--- config.mk ---
export PLATFORM = sky130hd
export DESIGN_NAME = vga_code_ctrl
export DESIGN_NICKNAME = d
export VERILOG_FILES = /design/src/rtl/vga_code_ctrl.sv
export SDC_FILE = /design/constraint.sdc
export NUM_CORES = 1
export LEC_CHECK = 0
export ABC_AREA = 0
export BUFFER_PORTS_ARGS = -buffer_cell sky130_fd_sc_hd__buf_2
export CORE_MARGIN = 2
export CORE_UTILIZATION = 45
export CTS_CLUSTER_SIZE = 30
export DETAILED_ROUTE_END_ITERATION = 10
export PLACE_DENSITY = 0.86
export SETUP_SLACK_MARGIN = 0.15
export SKIP_LAST_GASP = 1
export SLEW_MARGIN = 25
export SYNTH_ARGS = -nofsm -noshare
export SYNTH_HDL_FRONTEND = slang
export SYNTH_SLANG_ARGS = --single-unit
export TNS_END_PERCENT = 20
--- constraint.sdc ---
create_clock -name clk -period 1.3 [get_ports clk]
set_input_delay 0.065 -clock clk [delete_from_list [all_inputs] [get_ports clk]]
set_output_delay 0.065 -clock clk [all_outputs]
set_load 0.005 [all_outputs]
--- src/rtl/vga_code_ctrl.sv ---
// vga_code_ctrl: arbitrates two code requesters into a pending buffer and commits it at frame start (optional blink via VGA_CTRL_BLINK_EN)
module vga_code_ctrl #(
  parameter logic [23:0] RESET_CODE = 24'h000000,
  parameter int BLINK_FRAMES = 30
) (
  input  logic        clk,
  input  logic        rst,
  input  logic        vsync,
  input  logic        a_valid,
  input  logic [23:0] a_data,
  output logic        a_ready,
  input  logic        b_valid,
  input  logic [23:0] b_data,
  output logic        b_ready,
  input  logic        blink_en,
  output logic [23:0] code,
  output logic        pending,
  output logic        commit
);
  typedef enum logic {IDLE, PEND} state_t;
  state_t state;
  logic vsync_d, last, fs, a_win, b_win, commit_now;
  logic [23:0] pend_reg, code_reg, code_next;
  assign fs = vsync_d & ~vsync;
  assign a_win = ~rst & (state == IDLE) & a_valid & (~b_valid | last);
  assign b_win = ~rst & (state == IDLE) & b_valid & (~a_valid | ~last);
  assign a_ready = a_win;
  assign b_ready = b_win;
  assign pending = (state == PEND);
  assign commit_now = (state == PEND) & fs;
  assign code_next = commit_now ? pend_reg : code_reg;
  // vsync delay for falling-edge (frame start) detection
  always_ff @(posedge clk or posedge rst)
    if (rst) vsync_d <= 1'b1;
    else vsync_d <= vsync;
  // accept one code while idle, hold it until the next frame start; last=1 means B won last
  always_ff @(posedge clk or posedge rst)
    if (rst) begin
      state <= IDLE;
      last <= 1'b1;
      pend_reg <= '0;
      code_reg <= RESET_CODE;
      commit <= 1'b0;
    end else begin
      commit <= commit_now;
      code_reg <= code_next;
      if (a_win | b_win) begin
        pend_reg <= a_win ? a_data : b_data;
        last <= b_win;
        state <= PEND;
      end else if (commit_now) state <= IDLE;
    end
`ifdef VGA_CTRL_BLINK_EN
  localparam logic [7:0] BLINK_LAST = 8'(BLINK_FRAMES - 1);
  logic [7:0] cnt;
  logic blank, wrap, blank_next;
  assign wrap = fs & (cnt == BLINK_LAST);
  assign blank_next = blink_en & (wrap ? ~blank : blank);
  // frame counter toggling blank; output register follows next-state so commit timing is unchanged
  always_ff @(posedge clk or posedge rst)
    if (rst) begin
      cnt <= '0;
      blank <= 1'b0;
      code <= RESET_CODE;
    end else begin
      cnt <= ~blink_en ? 8'd0 : fs ? (wrap ? 8'd0 : cnt + 8'd1) : cnt;
      blank <= blank_next;
      code <= blank_next ? 24'h0 : code_next;
    end
`else
  logic unused_blink;
  assign unused_blink = blink_en & (BLINK_FRAMES > 0);
  assign code = code_reg;
`endif
endmodule
# Word level (Yosys, flattened, before mapping)
# Cells that the tools add are included.
# Widths: inputs -> output; s select.
[word_totals]
ff_bits = 52
out_inout_bits = 28
inputBits = 54
elab_cells = 26
[op_classes]
muxes = 3
n_reduce_logical = 1
bitwise_logic = 16
[op_table]
columns = ["operator", "count"]
rows = [
  ["$mux 24", 1],
  ["$and 1x1->1", 7],
  ["$not 1->1", 6],
  ["$or 1x1->1", 3],
  ["$mux 1", 2],
  ["$reduce_bool 2->1", 1],
]

# Depth between registers and ports, before layout
[logic_depth]
ltp_word = 6
depth_mapped = 6
mapped_depth_nobuf = 3

# Worst setup path before layout
# No wires, ideal clock.
[synth_path]
kind = "register to register"
startpoint = "register state, in the netlist pending"
endpoint = "register pend_reg[19]"
stages_incl_launch_ff = 5
setup_time_ns = 0.147
slack_ns = -0.139
synth_period_minus_slack_ns = 1.439
required_ns = 1.153
t_arrival_ns = 1.293
n_path_buf = 1
path_cell_list = "dfrtp_1 -> or2_2 -> clkbuf_1 -> o21ai_0 -> o311ai_4"
[synth_between]
elab_chain_len = 5
word_cells_on_any_way = 8
cone_classes = "mux: 1; bitwise: 7"
[synth_rtl]
columns = ["element", "line", "text"]
rows = [
  ["start: declaration", "21", "state_t state;"],
  ["start signal: assignment", "39", "state <= IDLE;"],
  ["start signal: assignment", "50", "state <= PEND;"],
  ["start signal: assignment", "51", "end else if (commit_now) state <= IDLE;"],
  ["$not 1->1 (*)", "25, 26", ""],
  ["$and 1x1->1 (*)", "25, 26", ""],
  ["$and 1x1->1 (on tied branches) (2 in a row)", "25, 26", ""],
  ["$mux 24 or $or 1x1->1 (tied branches)", "48, 47", ""],
  ["end signal: assignment", "48", "pend_reg <= a_win ? a_data : b_data;"],
  ["end: declaration", "23", "logic [23:0] pend_reg, code_reg, code_next;"],
]
# Every way passes the cells marked *; elsewhere a longest branch is shown, timed or not.
# A chain may end at the register's enable or synchronous reset.

# Worst setup path after layout
[layout_path]
startpoint = "register last"
endpoint = "output port a_ready"
[layout_between]
elab_chain_len = 2
[layout_rtl]
columns = ["element", "line", "text"]
rows = [
  ["start: declaration", "22", "logic vsync_d, last, fs, a_win, b_win, commit_now;"],
  ["start signal: assignment", "49", "last <= b_win;"],
  ["$or 1x1->1", "25", "assign a_win = ~rst & (state == IDLE) & a_valid & (~b_valid | last);"],
  ["$and 1x1->1", "25", ""],
  ["end: declaration", "11", "output logic a_ready,"],
]
# Every way passes these cells.

==> results.cfg <==
[run_status]
run_status = complete, but fails checks
violations = negative setup slack

[critical_path]
reg2reg_depth = 4
required_ns = 1.24
worstReg2RegStart = pending
crit_fanout = 3
worstSetupEndpointType = primary output
r2r_setup_slack_ns = -0.10
worstSetupPathType = register to primary output
startpoint = last
critPathLaunchType = register
r2r_end = code[4]
arrival_ns = 1.38
crit_end = a_ready

[die]
fp.dieH_microns = 78.46
io_pins = 82
rows = 27
die_w_microns = 78.46
core-area_sq_um = 5439
start_util_pct = 45.87
die_area_sq_um = 6156

[sta]
setup_viol = 49
tightestPinTransition_ns = 0.9893
finClkSkew_ns = 0.003266
worst_slack_ns = -0.1428
finalHoldViolCount = 0
clock.fmax_ghz = 0.6931
period_share_pct = 111.0
finalMaxSlewViolations = 0
rsz0062_at_grt = yes
timing.hold.ws_ns = 0.03695
finalCriticalPeriod_ns = 1.443
slew_headroom_pct = 33.98
tns_ns = -3.328

[power]
p_per_area_nw_per_um2 = 1737
ir_drop_mv = 0.6926
internal_power_w = 0.004044
p_sw_share_pct = 31.72
p_leak_nw = 1.595
net-switching-power_w = 0.001879
pwr-share-comb_pct = 38.6
pwr-share-clk_pct = 15.7
pwr-share-seq_pct = 45.6

[synthesis]
synth_cell_type_count = 22
mappedNetlistNets = 262
netlist_instances = 208
ys_ff_latch = 52
synth_area_leaders = dfrtp_1 (50%), o311ai_2 (12%), mux2_2 (11%), nand4_1 (6.0%), o21ai_0 (5.2%)
synth_seq_area_share_pct = 52.26
syn_avg_cell_area_sq_um = 11.99
yosysWarnings = 0
synth_top_area_cell = dfrtp_1
synth_top_area_share_pct = 50.15
synthesis.area_sq_um = 2495

[grt]
antenna_found_initial = 0
grt_pass1_wl_microns = 10380
grt_usage_pct = 21.71
grt-ovfl-total = 0
grt_max_degree = 25
grt_pass1_vias = 2152

[job]
drv_cap = 0

[routing]
num_vias = 2085
wl_per_cell_microns = 17.17
wirelength_microns = 6474
ant_nets = 0
drt_iter0_drc = 115
vias_per_cell = 5.531
drt-pass1-iter-count = 4
route.detailed.drc = 0

[place]
place_area_sq_um = 3083
dp.cells = 360
post-place-ws_ns = -0.1529
numPortBuffers = 80
gp_congestion = 0.7775
dp_hpwl_microns = 4521

[cells_and_area]
fillerInstances = 420
drive_gt1_share_pct = 56.39
nNetsFinal = 358
stdcell_count = 377
design_area_sq_um = 3411
insertedDiodeCount = 0
final_cell_mix = buf_2 (79), dfrtp_1 (49), inv_1 (26), nand4_1 (24), mux2_2 (24)
area_growth_syn_to_layout_pct = 36.71
final_common_cell = buf_2

[cts]
cts.sinks = 52
cts_tree = yes
cts_buffers = 5
root_buffer = clkbuf_8
clkTransAtPathRegs_ns = 0.09
clockBufferDepth = 2
cts_max_level = 2
clkLatencyLatePin_ns = 0.30

[worst_hold_path]
hold_path_class = primary input to register
-- synthesized netlist by cell type, drive strengths merged --
cell type / number
dfrtp: 50
inv: 27
o21ai: 26
mux2: 24
nand4: 24
o311ai: 24
buf: 10
clkbuf: 10
a21oi: 2
dfstp: 2
nand2: 2
nor2: 2
a31oi: 1
and3: 1
nand2b: 1
nand3b: 1
or2: 1
-- power by group through the flow --
stage	combinational, W	sequential, W	clock, W
finish	0.00229	0.00270	0.000933
global route	0.00247	0.00278	0.00100
CTS	0.00220	0.00268	0.000946
detailed placement	0.00200	0.00271	0
global placement	0.00190	0.00267	0
floorplan	0.00118	0.00267	0
-- cell families (layout without fill, tap and decap cells) --
family / Yosys count / in the layout / share of synthesized area [%]
AO/OA/AOI/OAI: 53 / 53 / 20.41
flip-flops: 52 / 52 / 52.26
buffers and inverters: 47 / 144 / 8.626
AND/OR/NAND/NOR: 32 / 32 / 7.874
multiplexers: 24 / 24 / 10.83
-- cell type report --
type	count	area (sq um)	share of cell area [%]
inverter	27	101.3	2.971
tap	72	90.09	2.641
clock buffer	8	90.09	2.641
sequential	52	1305	38.26
timing repair buffer	109	713.2	20.91
multi-input combinational	109	1111	32.58
-- timing repair --
action                     4_1_cts  5_1_grt
setup endpoints to repair       51       53
buffers inserted                 6        0
hold endpoints to repair        13        0
gates resized for setup         23       15
hold buffers                     2        0
pin swaps                        3        1
cloned                           1        0
-- metrics by stage --
step	utilization [%]	power (W)
detailed placement	56.68	0.004705
global placement	56.68	0.004577
global route	62.71	0.006254
floorplan	-	0.003854
CTS	61.54	0.005826
finish	62.71	0.005923
-- metal layers --
metal | GRT usage, % | share of wire [%] | vias to the layer above
li1 | - | - | 953
met1 | 25.77 | 39 | 1040
met2 | 38.62 | 53 | 78
met3 | 5.057 | 5.7 | 14
met4 | 7.368 | 2.0 | 0
met5 | 0 | 0 | -
-- worst min path at each step --
stage                          start      endpoint  slack (ns)  depth (start not counted)
after floorplan                vsync       vsync_d        0.07                          0
after global placement           rst       pending        0.08                          2
after detailed placement         rst  pend_reg[22]        0.08                          2
after CTS                 a_data[21]  pend_reg[21]        0.03                          3
after global routing      b_data[17]  pend_reg[17]        0.05                          3
final                     b_data[22]  pend_reg[22]        0.04                          3
-- worst max-delay path, cell delays in order (launching register included) --
cell,delay [ns]
dfstp_2,0.54
nand2b_4,0.12
and3_4,0.23
buf_6,0.11
buf_6,0.08
No activity file was read; power rests on OpenSTA's default activity.
